### config.mk
export PLATFORM = sky130hd
export DESIGN_NAME = if_fetch
export DESIGN_NICKNAME = d
export VERILOG_FILES = /design/src/rtl/cpu_pkg.sv /design/src/rtl/if_fetch.sv
export SDC_FILE = /design/constraint.sdc
export NUM_CORES = 1
export LEC_CHECK = 0
export CAP_MARGIN = 0
export CORE_MARGIN = 2
export CORE_UTILIZATION = 42
export DETAILED_ROUTE_END_ITERATION = 8
export GPL_ROUTABILITY_DRIVEN = 0
export PLACE_DENSITY = 0.78
export SYNTH_ARGS = -nofsm -noshare
export SYNTH_HDL_FRONTEND = slang
export SYNTH_SLANG_ARGS = --single-unit
### constraint.sdc
create_clock -name clk -period 2.36 [get_ports clk]
set_input_delay 0.59 -clock clk [delete_from_list [all_inputs] [get_ports clk]]
set_output_delay 0.59 -clock clk [all_outputs]
set_load 0.05 [all_outputs]
### src/rtl/cpu_pkg.sv
// Shared CPU definitions: reset vector, NOP encoding and the fetch-stage state enum.
package cpu_pkg;

   localparam logic [31:0] RESET_PC = 32'hBFC0_0000;
   localparam logic [31:0] NOP_INST = 32'h0000_0000;

   typedef enum logic [1:0] {
      REQ   = 2'd0,
      WAIT  = 2'd1,
      READY = 2'd2
   } fetch_state_t;

endpackage

### src/rtl/if_fetch.sv
// MIPS instruction-fetch stage: one outstanding SRAM-like request, branch/flush redirect.
// Optional IF_PERF_CNT_EN adds if_stall_cnt, a count of cycles with if_stall_req high.
module if_fetch
   import cpu_pkg::*;
(
   input  logic        clk,
   input  logic        reset,
   input  logic        stall,
   input  logic        refresh,
   input  logic [31:0] refresh_pc,
   input  logic        br_taken,
   input  logic [31:0] br_target,
   output logic        inst_req,
   output logic [31:0] inst_addr,
   input  logic        inst_addr_ok,
   input  logic        inst_data_ok,
   input  logic [31:0] inst_rdata,
   output logic [31:0] if_pc,
   output logic [31:0] if_inst,
   output logic        if_addr_error,
`ifdef IF_PERF_CNT_EN
   output logic [31:0] if_stall_cnt,
`endif
   output logic        if_stall_req
);

   fetch_state_t state, state_n;
   logic [31:0]  pc, pc_n;
   logic [31:0]  buf_inst, buf_inst_n;
   logic         cancel, cancel_n;
   logic         misalign;
   logic         wait_hit;
   logic         ready;
   logic [31:0]  seq_pc;

   // Valid/ready on the bus: a request is offered while inst_req is high and is
   // accepted in the cycle inst_addr_ok is high; data returns on a later inst_data_ok.
   assign misalign = (pc[1:0] != 2'b00);
   assign wait_hit = (state == WAIT) && inst_data_ok && !cancel;
   assign ready    = (state == READY) || wait_hit;
   assign seq_pc   = br_taken ? br_target : pc + 32'd4;

   assign inst_req      = (state == REQ) && !misalign;
   assign inst_addr     = pc;
   assign if_pc         = pc;
   assign if_addr_error = misalign;
   assign if_stall_req  = !ready;

   always_comb begin
      if_inst = NOP_INST;
      if (!misalign) begin
         if (state == READY) if_inst = buf_inst;
         else if (wait_hit)  if_inst = inst_rdata;
      end
   end

   always_comb begin
      state_n    = state;
      pc_n       = pc;
      cancel_n   = cancel;
      buf_inst_n = buf_inst;
      if (refresh) begin
         // Flush wins; an accepted-but-unreturned request is marked for discard.
         pc_n = refresh_pc;
         case (state)
            REQ: begin
               if (inst_req && inst_addr_ok) begin
                  state_n  = WAIT;
                  cancel_n = 1'b1;
               end
            end
            WAIT: begin
               if (inst_data_ok) begin
                  state_n  = REQ;
                  cancel_n = 1'b0;
               end else begin
                  cancel_n = 1'b1;
               end
            end
            READY:   state_n = REQ;
            default: state_n = REQ;
         endcase
      end else begin
         case (state)
            REQ: begin
               if (misalign) begin
                  state_n    = READY;
                  buf_inst_n = NOP_INST;
               end else if (inst_addr_ok) begin
                  state_n = WAIT;
               end
            end
            WAIT: begin
               if (inst_data_ok) begin
                  if (cancel) begin
                     state_n  = REQ;
                     cancel_n = 1'b0;
                  end else if (!stall) begin
                     state_n = REQ;
                     pc_n    = seq_pc;
                  end else begin
                     state_n    = READY;
                     buf_inst_n = inst_rdata;
                  end
               end
            end
            READY: begin
               if (!stall) begin
                  state_n = REQ;
                  pc_n    = seq_pc;
               end
            end
            default: state_n = REQ;
         endcase
      end
   end

   always_ff @(posedge clk) begin
      if (reset) begin
         state    <= REQ;
         pc       <= RESET_PC;
         cancel   <= 1'b0;
         buf_inst <= NOP_INST;
      end else begin
         state    <= state_n;
         pc       <= pc_n;
         cancel   <= cancel_n;
         buf_inst <= buf_inst_n;
      end
   end

`ifdef IF_PERF_CNT_EN
   always_ff @(posedge clk) begin
      if (reset)             if_stall_cnt <= 32'd0;
      else if (if_stall_req) if_stall_cnt <= if_stall_cnt + 32'd1;
   end
`endif

endmodule

* After elaboration in Yosys (flattened, before gate mapping)
Cells that the tools add are included. W data, S select, Z words.
Word-level totals: register bits after elaboration 67, bits in latches 0, memory bits (writable) 0, bits in read-only memories 0, bits of input ports 103, output and inout port bits 99, logic and storage cells 66, memories kept 0
Operators by class: add/sub/neg operators 1, $mul 0, div/mod/pow operators 0, magnitude comparators 0, equal/unequal tests 11, shift operators 0, mux-type cells 31, bitwise logic cells 1, reduce and logical (&&, ||, !) cells 18
Operators with widths (count):
- $mux W32 | 12
- $pmux W32 S2 | 2
- $add A32 B3 Y32 const B | 1
- $mux W2 | 9
- $ne A3 B3 Y1 const B | 3
- $ne A2 B2 Y1 const B | 4
- $reduce_and A4 Y1 | 2
- $reduce_bool A2 Y1 | 4
- $pmux W2 S3 | 1
- $reduce_and A6 Y1 | 1
- $mux W1 | 5
- $logic_and A1 B1 Y1 | 4
- $ne A4 B4 Y1 const B | 1
- $pmux W2 S2 | 1
- $logic_not A1 Y1 | 3
- $ne A3 B2 Y1 const B | 1
- $reduce_and A3 Y1 | 1
- $reduce_bool A3 Y1 | 1
- $eq A2 B1 Y1 const B | 1
- $eq A2 B2 Y1 const B | 1
- $logic_not A2 Y1 | 1
- $pmux W1 S2 | 1
- $logic_or A1 B1 Y1 | 1
- $not A1 Y1 | 1

* Depth between registers and ports, before layout
depth after elaboration 7, gate-level depth with buffers 8, mapped depth without buffers 6

* Worst setup path before layout
OpenSTA, ideal clock, no wires.
path type reg2out, start point reg pc[1] (netlist: if_pc[1]), end point out if_inst[22], arrival 2.119 ns, data required time 1.770 ns, slack -0.349 ns, stages on the path, launching flop included 5, path buffers 1, cell sequence dfxtp_1 > nor2_1 > clkinv_1 > clkbuf_1 > nor2_1
On the way: longest elaborated chain between the ends 2
RTL lines:
- start: declaration | RTL line if_fetch.sv:28 | logic [31:0] pc, pc_n;
- start signal: assignment | RTL line if_fetch.sv:126 | pc <= pc_n;
- $reduce_bool A2 Y1 | RTL line if_fetch.sv:38 | assign misalign = (pc[1:0] != 2'b00);
- via if_addr_error | RTL line if_fetch.sv:20 | output logic if_addr_error,
- $mux W32 | RTL line if_fetch.sv:51 | if (!misalign) begin
- end: declaration | RTL line if_fetch.sv:19 | output logic [31:0] if_inst,
The timed path passes the listed nets, and every way through them passes these cells.

* Worst setup path in the final report
start point reg cancel, end point out if_inst[31]
On the way: longest elaborated chain between the ends 5
RTL lines:
- start: declaration | RTL line if_fetch.sv:30 | logic cancel, cancel_n;
- start signal: assignment | RTL line if_fetch.sv:127 | cancel <= cancel_n;
- $logic_not A1 Y1 | RTL line if_fetch.sv:39 | assign wait_hit = (state == WAIT) && inst_data_ok && !cancel;
- $logic_and A1 B1 Y1 | RTL line if_fetch.sv:39
- $mux W32 | RTL line if_fetch.sv:53 | else if (wait_hit) if_inst = inst_rdata;
- $mux W32 | RTL line if_fetch.sv:52 | if (state == READY) if_inst = buf_inst;
- $mux W32 | RTL line if_fetch.sv:51
No other way between the ends.

==> reports/qor.yml <==
timing:
  setup_slack_ns: 0.006363
  min_period_ns: 2.354
  finClkSkew_ns: 0.01054
  max_clock_freq_ghz: 0.4249
  whs_ns: 0.4511
  worstMarginPinSlew_ns: 1.298
  hold_violations: 0
  setup_tns_ns: 0
  rsz0062_at_grt: "yes"
  finalCritPeriodShare_pct: 99.73
  finalSetupViolCount: 0
  slew_viol_final: 0
  slew_headroom_pct: 13.39
clock_tree:
  clk_latency_ns: 0.34
  h-tree-depth: 3
  cts_root_buffer: "clkbuf_8"
  cts_inserted_buffers: 9
  hold_buffers: 0
  cts_tree: "yes"
  cts.clk_slew.worst_paths_ns: 0.07
  cts_max_path_buffers: 2
  cts.sinks: 67
detailed_routing:
  vias: 5466
  drtIter0Drc: 581
  postRouteAntennaNets: 0
  viasPerCell: 5.974
  wirelength_mm: 16.56
  dr.pass1.iters: 6
  wl_per_cell_um: 18.10
  drc: 0
synthesis:
  async_flop_share_pct: 0
  syn_nets: 701
  yosysWarnings: 0
  syn_avg_cell_area_um2: 7.195
  synth_cell_types: 53
  syn_area_um2: 4295
  synth_ff_type: "dfxtp_1"
  synth-seq-cells: 67
  synth-edff-count: 0
  synth-seq-area-share_pct: 31.23
  syn_inst: 597
placement:
  dp.cells: 893
  pre_cts_slack_ns: -0.2915
  dp_hpwl_mm: 12.01
  port_buffers: 201
setup_path:
  endpoint_kind: "primary output"
  cpMostUsedCell: "buf_12"
  crit_type: "flip-flop to primary output"
  cp_max_fo: 6
  cpMaxStageDelayCell: "dfxtp_4"
  cp_cell_sequence: "nor4b_4 > buf_6 > buf_12 > a22oi_1 > nor2_1 > buf_12"
  worstPathRequired_ns: 1.77
  start_kind: "flip-flop"
  cpPeakStageDelay_ns: 0.37
  worstPathArrival_ns: 1.76
finish:
  layout-drive-gt1-share_pct: 20.59
  antennaDiodeCount: 0
  fill_cells: 710
  post-route-util_pct: 74.05
  final_cell_mix: "clkdlybuf4s50_1, a21oi_1, nand2_1"
  stdcell_count: 915
  final_common_cell: "clkdlybuf4s50_1"
  final_nets: 881
  area_growth_syn_to_layout_pct: 70.06
grt:
  antenna_found_initial: 0
  use_met1_pct: 35.80
  grt_max_degree: 34
  grt_util_met2_pct: 50.51
  grt_pass1_vias: 5332
  met3_usage_pct: 5.053
  grt_usage_pct: 29.33
  top_usage_layer: "met2"
  grt-ovfl-total: 0
  grt_first_pass_wirelength_mm: 26.74
power_and_ir_drop:
  powerDensity_nw_per_um2: 530.1
  p_leak_nw: 2.551
  ir_worst_vdd_v: 0.0003489
die:
  rows: 36
  ioPinCount: 202
  fp.dieH_um: 105.1
  die_w_um: 105.1
  die_area_um2: 11050
  initial_core_util_pct: 43.54
  core_area_um2: 9864
job:
  drv_cap: 0
hold_path:
  hp-class: "flip-flop to flip-flop"
run_status:
  outcome: "finished clean"
critical path: cells and delay by family (launching register included):
kind | cells | cell delay (ns)
DFF | 1 | 0.37
buffers and inverters | 3 | 0.48
AOI/OAI and AO/OA | 1 | 0.08
and+or+nand+nor | 2 | 0.50
what timing repair did:
action	CTS	global route
pin swaps	5	8
gates resized for setup	14	12
setup endpoints to repair	33	33
gates cloned	2	1
setup buffers	3	1
hold endpoints to repair	0	0
stage by stage:
step	area [um^2]	power (W)
after global routing	7305	0.004017
after detailed placement	6913	0.002757
after floorplan	4417	0.002144
after CTS	7252	0.003865
final	7305	0.003872
after global placement	6913	0.002730
final cells by class:
| cell class | count | area [um^2] | share of cell area (%) |
|---|---|---|---|
| inverter | 6 | 25.02 | 0.3426 |
| multi-input combinational | 440 | 2663 | 36.45 |
| sequential | 67 | 1350 | 18.48 |
| clock buffer | 10 | 137.6 | 1.884 |
| timing repair buffer | 253 | 2874 | 39.35 |
| tap | 133 | 166.4 | 2.278 |
| clock inverter | 6 | 88.84 | 1.216 |
path summary, 6_finish.rpt:
| check | startpoint | end | slack, ns | depth (start not counted) |
|---|---|---|---|---|
| worst max-delay path | cancel$_SDFFE_PP0P_ | if_inst[31] | 0.006 | 6 |
| worst min-delay path | buf_inst[12]$_SDFFE_PP0P_ | buf_inst[12]$_SDFFE_PP0P_ | 0.45 | 2 |
| worst max register to register | if_pc[8]$_SDFFE_PP0P_ | if_pc[28]$_SDFFE_PP1P_ | 0.27 | 5 |
| worst min register to register | buf_inst[12]$_SDFFE_PP0P_ | buf_inst[12]$_SDFFE_PP0P_ | 0.45 | 2 |
routing by layer:
| layer | share of wire, % | vias to the layer above |
|---|---|---|
| met4 | 3.3 | 0 |
| li1 | - | 2521 |
| met5 | 0 | - |
| met3 | 7.8 | 48 |
| met2 | 49 | 314 |
| met1 | 39 | 2583 |
registers in the layout (all words and copies together), names as in the netlist:
signal,flops
buf_inst,32
cancel,1
state,2
if_pc,32
synthesized netlist by cell type (3+ instances only):
master / n / share of area [%]
a211oi_1: 8 / 1.4
a21o_1: 4 / 0.70
a21oi_1: 74 / 8.6
a221o_1: 3 / 0.70
a221oi_1: 4 / 0.82
a22o_1: 4 / 0.82
a22oi_1: 42 / 7.3
a31oi_1: 10 / 1.5
and2_1: 6 / 0.87
and3_1: 5 / 0.73
and4_1: 4 / 0.82
buf_1: 5 / 0.44
buf_2: 5 / 0.58
buf_4: 33 / 5.8
clkbuf_1: 41 / 3.6
dfxtp_1: 67 / 31
inv_1: 4 / 0.35
mux2i_1: 4 / 0.93
nand2_1: 67 / 5.9
nand3_1: 49 / 5.7
nand4_1: 6 / 0.87
nor2_1: 55 / 4.8
nor2b_1: 5 / 0.73
nor3_1: 15 / 1.7
o211ai_1: 8 / 1.4
o21ai_0: 29 / 3.4
o221ai_1: 3 / 0.61
o22ai_1: 3 / 0.44
o41ai_1: 4 / 0.82
cells by family after synthesis:
kind of cell / count (synthesis) / synth area share (%)
xor+xnor: 1 / 0.2039
fa+ha+maj: 1 / 0.2912
compound gates: 208 / 30.94
buf+inv: 90 / 10.89
mux: 4 / 0.9322
simple gates: 226 / 25.52
flops: 67 / 31.23
where the power goes:
group | total [W] | switching (W) | internal (W)
Sequential | 0.00128 | 0.0000927 | 0.00119
Combinational | 0.00150 | 0.000878 | 0.000625
Clock | 0.00108 | 0.000461 | 0.000624
No activity file was read; power rests on OpenSTA's default activity.
